**config.mk**
```make
export PLATFORM = sky130hd
export DESIGN_NAME = time_adjust_ctrl
export DESIGN_NICKNAME = d
export VERILOG_FILES = /design/src/rtl/time_adjust_ctrl.sv
export SDC_FILE = /design/constraint.sdc
export NUM_CORES = 1
export LEC_CHECK = 0
export CELL_PAD_IN_SITES_DETAIL_PLACEMENT = 0
export CELL_PAD_IN_SITES_GLOBAL_PLACEMENT = 1
export CORE_UTILIZATION = 43
export DETAILED_ROUTE_END_ITERATION = 16
export PLACE_DENSITY = 0.9
export SLEW_MARGIN = 30
export SYNTH_ARGS = -nofsm -noshare
export SYNTH_HDL_FRONTEND = slang
export SYNTH_SLANG_ARGS = --single-unit
```
**constraint.sdc**
```tcl
create_clock -name clk -period 3.6 [get_ports clk]
set_clock_uncertainty 0.2 [all_clocks]
set_input_delay 0.72 -clock clk [delete_from_list [all_inputs] [get_ports clk]]
set_output_delay 0.72 -clock clk [all_outputs]
set_load 0.1 [all_outputs]
```
**src/rtl/time_adjust_ctrl.sv**
```systemverilog
// Button front end for clock/alarm setting: mode cycling, min/hr field selection
// and single-step plus auto-repeat step pulses towards the time and alarm counters.
module time_adjust_ctrl #(
    parameter int REPEAT_DELAY  = 50,
    parameter int REPEAT_PERIOD = 10
) (
    input  logic       clk,
    input  logic       reset,
    input  logic       tick,
    input  logic       btn_c,
    input  logic       btn_l,
    input  logic       btn_r,
    input  logic       btn_u,
    input  logic       btn_d,
    output logic [1:0] mode,
    output logic       field_sel,
    output logic       tm_min_up,
    output logic       tm_min_dn,
    output logic       tm_hr_up,
    output logic       tm_hr_dn,
    output logic       al_min_up,
    output logic       al_min_dn,
    output logic       al_hr_up,
    output logic       al_hr_dn,
    output logic       clock_en
);

    typedef enum logic [1:0] {
        MODE_CLOCK     = 2'd0,
        MODE_SET_TIME  = 2'd1,
        MODE_SET_ALARM = 2'd2
    } mode_t;

    typedef enum logic [1:0] {
        RPT_IDLE   = 2'd0,
        RPT_WAIT   = 2'd1,
        RPT_REPEAT = 2'd2
    } rpt_state_t;

    localparam logic [7:0] DELAY_TICKS  = 8'(REPEAT_DELAY);
    localparam logic [7:0] PERIOD_TICKS = 8'(REPEAT_PERIOD);

    mode_t      mode_q;
    rpt_state_t rpt_state;
    logic [7:0] rpt_cnt;
    logic [7:0] cnt_inc;
    logic       held_up;
    logic [7:0] pulse_q;

    logic [4:0] btn_now;
    logic [4:0] btn_prev;
    logic [4:0] press;
    logic       press_c;
    logic       press_l;
    logic       press_r;
    logic       press_u;
    logic       press_d;
    logic       both_ud;
    logic       field_change;
    logic       held_level;
    logic       step_up;
    logic [2:0] pulse_idx;

    assign btn_now = {btn_c, btn_l, btn_r, btn_u, btn_d};
    assign press   = btn_now & ~btn_prev;
    assign press_c = press[4];
    assign press_l = press[3];
    assign press_r = press[2];
    assign press_u = press[1];
    assign press_d = press[0];

    assign both_ud      = btn_u & btn_d;
    assign field_change = (press_l ^ press_r) & (press_l ^ field_sel);
    assign held_level   = held_up ? btn_u : btn_d;
    assign cnt_inc      = rpt_cnt + 8'd1;

    // A fresh press picks its own direction; repeat steps reuse the held one.
    assign step_up   = (press_u | press_d) ? press_u : held_up;
    assign pulse_idx = {mode_q == MODE_SET_ALARM, field_sel, ~step_up};

    assign mode      = mode_q;
    assign clock_en  = (mode_q != MODE_SET_TIME);
    assign tm_min_up = pulse_q[0];
    assign tm_min_dn = pulse_q[1];
    assign tm_hr_up  = pulse_q[2];
    assign tm_hr_dn  = pulse_q[3];
    assign al_min_up = pulse_q[4];
    assign al_min_dn = pulse_q[5];
    assign al_hr_up  = pulse_q[6];
    assign al_hr_dn  = pulse_q[7];

    // Priority: reset, then btn_c, then CLOCK-mode lockout, then SET-mode editing.
    always_ff @(posedge clk) begin
        if (reset) begin
            btn_prev  <= '1;
            mode_q    <= MODE_CLOCK;
            field_sel <= 1'b0;
            pulse_q   <= '0;
            rpt_state <= RPT_IDLE;
            rpt_cnt   <= '0;
            held_up   <= 1'b0;
        end else begin
            btn_prev <= btn_now;
            pulse_q  <= '0;
            if (press_c) begin
                case (mode_q)
                    MODE_CLOCK:    mode_q <= MODE_SET_TIME;
                    MODE_SET_TIME: mode_q <= MODE_SET_ALARM;
                    default:       mode_q <= MODE_CLOCK;
                endcase
                field_sel <= 1'b0;
                rpt_state <= RPT_IDLE;
                rpt_cnt   <= '0;
            end else if (mode_q != MODE_CLOCK) begin
                if (field_change) begin
                    field_sel <= press_l;
                end
                if (both_ud) begin
                    rpt_state <= RPT_IDLE;
                    rpt_cnt   <= '0;
                end else if (press_u || press_d) begin
                    // A step taken together with a field switch does not arm repeat.
                    pulse_q[pulse_idx] <= 1'b1;
                    held_up   <= press_u;
                    rpt_cnt   <= '0;
                    rpt_state <= field_change ? RPT_IDLE : RPT_WAIT;
                end else if (field_change) begin
                    rpt_state <= RPT_IDLE;
                    rpt_cnt   <= '0;
                end else if (rpt_state != RPT_IDLE) begin
                    if (!held_level) begin
                        rpt_state <= RPT_IDLE;
                        rpt_cnt   <= '0;
                    end else if (tick) begin
                        if (rpt_state == RPT_WAIT && cnt_inc == DELAY_TICKS) begin
                            pulse_q[pulse_idx] <= 1'b1;
                            rpt_cnt   <= '0;
                            rpt_state <= RPT_REPEAT;
                        end else if (rpt_state == RPT_REPEAT && cnt_inc == PERIOD_TICKS) begin
                            pulse_q[pulse_idx] <= 1'b1;
                            rpt_cnt <= '0;
                        end else begin
                            rpt_cnt <= cnt_inc;
                        end
                    end
                end
            end
        end
    end

endmodule

```
* Yosys cells after proc, flatten, opt, wreduce, memory -nomap -nowiden *
Index checks and enable logic that the tools add are counted.

word-level totals
  flip-flop bits (word level) = 27
  input port bits = 8
  output and inout port bits = 12
  logic and storage cells = 72

operators by class
  add/subtract/negate cells = 1
  order comparisons = 2
  eq/ne operators = 9
  mux-type cells = 28
  bitwise gates (word level) = 11
  reduce and logical (&&, ||, !) cells = 14

operators by type and width
  operator                                                    number
  two-way mux 8 bit                                           15
  two-way mux 2 bit                                           7
  adder 8 x 1 -> 8 bit, second input constant                 1
  == test 8 x 4 -> 1 bit, second input constant               1
  == test 8 x 6 -> 1 bit, second input constant               1
  AND reduction 4 bit                                         2
  AND 5 bit                                                   1
  inequality test 5 x 3 -> 1 bit, second input constant       1
  inequality test 5 x 4 -> 1 bit, second input constant       1
  inverter 5 bit                                              1
  == test 2 x 1 -> 1 bit, second input constant               2
  == test 2 bit, second input constant                        2
  less-than comparator 3 x 4 -> 1 bit, second input constant  1
  two-way mux 1 bit                                           4
  inverter 1 bit                                              4
  one-hot mux 2 bit (2 select lines)                          1
  nonzero test 2 bit                                          2
  nonzero test 4 bit                                          1
  OR reduction 4 bit                                          1
  demux 1 bit (select 3 bit)                                  1
  >= comparator 3 x 1 -> 1 bit, second input constant         1
  logical AND 1 bit                                           3
  AND reduction 3 bit                                         1
  AND 1 bit                                                   2
  7 further kinds                                             8

* Longest topological paths before layout *
  depth in word-level cells = 16
  gate-level depth with buffers = 7
  gate-level depth less buffers = 7

* Least setup slack after synthesis *
No wires, ideal clock.

  path kind = flip-flop to output port
  start point = register mode_q[0], in the netlist mode[0]
  end point = output port clock_en
  arrival = 1.847 ns
  required time = 2.680 ns
  path slack = 0.833 ns
  stages on the path, launching flop included = 2
  path buffers = 0
  cell sequence = dfxtp_1 -> nand2_1

between the ends
  longest elaborated chain between the ends = 1

ends and longest elaborated chain
  what                            line  text
  start, declared                 43    mode_t mode_q;
  start signal, assigned          96    mode_q <= MODE_CLOCK;
  start signal, assigned          107   MODE_CLOCK: mode_q <= MODE_SET_TIME;
  start signal, assigned          108   MODE_SET_TIME: mode_q <= MODE_SET_ALARM;
  inequality test 2 x 1 -> 1 bit  82    assign clock_en = (mode_q != MODE_SET_TIME);
  end, declared                   25    output logic clock_en

No other way between the ends.

* Worst setup path after layout *
  start point = input port btn_u
  end point = register pulse_q[6]

between the ends
  longest elaborated chain between the ends = 15
  elaborated cells between the ends (all ways) = 20
  those cells by class = order compare: 2; mux: 11; bitwise: 4; reduce/logical: 3

ends and longest elaborated chain
  what                                                                                                       line           text
  start, declared                                                                                            13             input logic btn_u,
  AND 5 bit                                                                                                  65             assign press = btn_now & ~btn_prev;
  bitwise OR 1 bit                                                                                           78             assign step_up = (press_u | press_d) ? press_u : held_up;
  two-way mux 1 bit                                                                                          78
  inverter 1 bit                                                                                             79             assign pulse_idx = {mode_q == MODE_SET_ALARM, field_sel, ~step_up};
  less-than comparator 3 x 4 -> 1 bit (implied by the code) or >= comparator 3 x 1 -> 1 bit (tied branches)  123, 136, 140
  logical AND 1 bit (implied by the code)                                                                    123, 136, 140
  two-way mux 1 bit (implied by the code)                                                                    123, 136, 140
  demux 1 bit (select 3 bit)                                                                                 123, 136, 140
  two-way mux 8 bit                                                                                          139            end else if (rpt_state == RPT_REPEAT && cnt_inc == PERIOD_TICKS) begin
  two-way mux 8 bit                                                                                          135            if (rpt_state == RPT_WAIT && cnt_inc == DELAY_TICKS) begin
  two-way mux 8 bit                                                                                          134            end else if (tick) begin
  two-way mux 8 bit                                                                                          131            if (!held_level) begin
  two-way mux 8 bit                                                                                          130            end else if (rpt_state != RPT_IDLE) begin
  two-way mux 8 bit                                                                                          127            end else if (field_change) begin
  two-way mux 8 bit                                                                                          121            end else if (press_u || press_d) begin
  end signal, assigned by index                                                                              123            pulse_q[pulse_idx] <= 1'b1;
  end signal, assigned by index                                                                              136            pulse_q[pulse_idx] <= 1'b1;
  end signal, assigned by index                                                                              140            pulse_q[pulse_idx] <= 1'b1;
  end, declared                                                                                              48             logic [7:0] pulse_q;

Parallel ways exist; a longest one is shown, timed or not.
A chain may end at the register's enable or synchronous reset.

==> impl_results.md <==
- Min Tclk post-route: 2.983 ns
- Routed Antenna Nets: 0
- YS warnings: 0
- Buf+Inv Stages, Crit Path: 1
- Post-synthesis cell type count: 42
- Clock root cell: clkbuf_4
- Worst-Skew Late Latency: 0.32 ns
- Post-synth ARST share: 0%
- Hold WS: 0.3233 ns
- Initial antenna violation count: 0
- First-pass GRT wire length: 4726 um
- H-tree levels: 1
- Clock-pin slew on the worst setup and hold paths: 0.14 ns
- Synth top area share: 39.96%
- Top_reg_cell synth: dfxtp_1
- Yosys reg bits: 27
- Starting DRT DRC Count: 22
- Post-Syn Area: 0.001353 mm^2
- Share of cells above drive strength 1: 10.47%
- Kind of critical path: in2reg
- Slew @ Worst Pin: 0.9737 ns
- First-pass DRT Iterations: 4
- Chip height: 58.09 um
- Clock Power Share: 26.1%
- Initial core utilization: 47.02%
- Combinational Power Share: 11.6%
- Post-synthesis cell count: 155
- Port-buffer cells: 19
- Layout area overhead: 17.11%
- Power, Total: 490.3 uW
- Fin nets: 183
- Relative slew slack: 34.88%
- CP cell instances: clkdlybuf4s50_1 -> nand2b_1 -> o2111ai_1 -> a2111o_1 -> nor4_1 -> a22oi_2 -> nor4b_1
- CTS Sinks: 27
- CP Max Fanout: 11
- Leakage: 0.0005071 uW
- DR vias: 1,203
- Nature of the critical path endpoint: register
- CORE AREA: 0.002877 mm^2
- GRT Resource Usage Total: 18.32%
- Leading area contributor after synthesis: dfxtp_1
- Detailed Route WL: 2792 um
- CTS Hold Bufs: 0
- Fmax: 0.3352 GHz
- Final Cycle Share: 82.86%
- Max-cap viol count: 0
- DIE WIDTH: 58.09 um
- Pint: 365.4 uW
- DR WL/cell: 13.05 um
- Largest net degree at the start of global routing: 16
- Max IR drop VDD: 0.0001696 V
- Flop pwr share: 62.4%
- Routed vias/inst: 5.621
- RSZ-0062 raised after global routing: no
- Post-synth EDFFs: 0
- Setup tns final: 0 ns
- Worst path max stage delay: 0.58 ns
- Main area contributors after synthesis: dfxtp_1 40%, nand2b_1 4.2%, nor2_1 3.9%
- Setup bufs post-CTS: 0
- Hold WC Path Type: reg2reg
- Critical path's top delay family: compound AO/OA/AOI/OAI gates
- DRC: 0
- Slew Viols, Final: 0
- Diode count: 0
- DIE AREA: 0.003374 mm^2
- Outcome: finished clean
- CTS Buf Count: 3
- Overflow after GRT: 0
- Ports: 20
- Final hold vios: 0
- CP max stage cell: clkdlybuf4s50_1
- Hpwl dp: 2130 um
- CTS resizes: 0
- TritonCTS clock tree: built
- Cell Rows: 19
- GPL Wtd Cong: 0.7864
- Seq/Total Area, Yosys: 39.96%
- Switching Power: 124.9 uW
- Synthesized area per cell: 8.726 um^2
- Post-synth top cells: 27 x dfxtp_1, 14 x nor2_1, 10 x a21oi_1
- Power density over cell area: 309.5 mW/mm^2
- CP Launch Type: input pin
- Critical Path RT: 3.63 ns
- Vias in the first global route: 1,111
- Sw Share: 25.48%
- Final setup fails: 0
- Net count after synthesis: 165
- Bufs on Longest Clock Path: 2
- Worst Path Arrival: 3.01 ns
- Top-count cell post-synth: dfxtp_1
==> power groups by stage <==
stage	combinational (uW)	sequential, uW	clock, uW
after floorplan	32.4	319	0
after global placement	55.7	312	0
after detailed placement	56.8	312	0
after CTS	57.0	306	134
after global routing	62.0	307	146
final	56.7	306	128
==> area by class of cell <==
class / instances / area (um^2)
Clock buffer: 3 / 22.52
Clock inverter: 1 / 5.005
Fill cell: 274 / 1292
Inverter: 4 / 15.01
Multi-Input combinational cell: 118 / 768.2
Sequential cell: 27 / 540.5
Tap cell: 42 / 52.55
Timing Repair Buffer: 19 / 180.2
==> cell usage in the layout, fill, tap and decap left out, types with 2 or more instances in the layout <==
| master | n |
|---|---|
| o2111ai_1 | 2 |
| o21ai_0 | 8 |
| nor4_1 | 4 |
| buf_4 | 4 |
| or4_1 | 4 |
| inv_1 | 4 |
| nor4b_1 | 3 |
| a21oi_1 | 10 |
| nor2b_1 | 5 |
| or2_2 | 6 |
| a211oi_1 | 3 |
| clkbuf_4 | 3 |
| nand3_1 | 4 |
| nand2_1 | 8 |
| and3_1 | 3 |
| o2bb2ai_1 | 3 |
| ha_1 | 2 |
| nor3b_1 | 2 |
| nor3_1 | 3 |
| dfxtp_1 | 27 |
| nand2b_1 | 9 |
| mux2i_1 | 2 |
| o32ai_1 | 2 |
| nor2_1 | 14 |
| a2111o_1 | 2 |
| nor4bb_1 | 2 |
| xnor2_1 | 2 |
| clkdlybuf4s50_1 | 15 |
| nand4_1 | 2 |
==> sequential cells by signal, indices dropped and copies added (netlist names) <==
signal,cells
field_sel,1
pulse_q,8
rpt_cnt,8
rpt_state,2
held_up,1
mode,2
btn_prev,5
==> per-stage QoR <==
step | util (%) | cells | setup slack, ns | area (um^2)
after floorplan | - | 155 | 0.8334 | 1353
after global placement | 54.11 | 210 | 0.4148 | 1556
after detailed placement | 54.11 | 210 | 0.2909 | 1556
after CTS | 55.07 | 214 | 0.6329 | 1584
after global routing | 55.07 | 214 | 0.4290 | 1584
final | 55.07 | 214 | 0.6169 | 1584
==> metal layers <==
metal  track usage [%]  part of all wire [%]  vias to the layer above
met5                 0                     0                        -
met4             8.503                   1.6                        0
met3             2.902                   3.0                        4
met2             32.18                    49                       21
met1             21.81                    46                      569
li1                  -                     -                      609
==> worst reg2reg max path, cell delays in order (launching register included) <==
cell and delay [ns]:
dfxtp_1 0.53, nand4_1 0.20, or3_4 0.38, a2111oi_0 0.67, a21oi_1 0.17, o21ai_0 0.19, a21oi_1 0.08
==> path summary, 6_finish.rpt <==
check                                                  to  slack [ns]                     from  cells past startpoint
worst max-delay path                pulse_q[6]$_SDFF_PP0_        0.62                    btn_u                      7
worst min-delay path              rpt_cnt[7]$_SDFFE_PP0P_        0.32  rpt_cnt[7]$_SDFFE_PP0P_                      2
worst max register to register  rpt_state[0]$_SDFFE_PP0P_        1.08  rpt_cnt[3]$_SDFFE_PP0P_                      6
worst min register to register    rpt_cnt[7]$_SDFFE_PP0P_        0.32  rpt_cnt[7]$_SDFFE_PP0P_                      2
==> logic make-up after synthesis <==
family	after synthesis	share of synthesized area, %
fa+ha+maj	2	1.850
compound gates	38	19.89
xor+xnor	3	1.943
buf+inv	10	3.238
flops	27	39.96
mux	3	2.313
simple gates	72	30.80
Power figures use the tool's default switching activity.
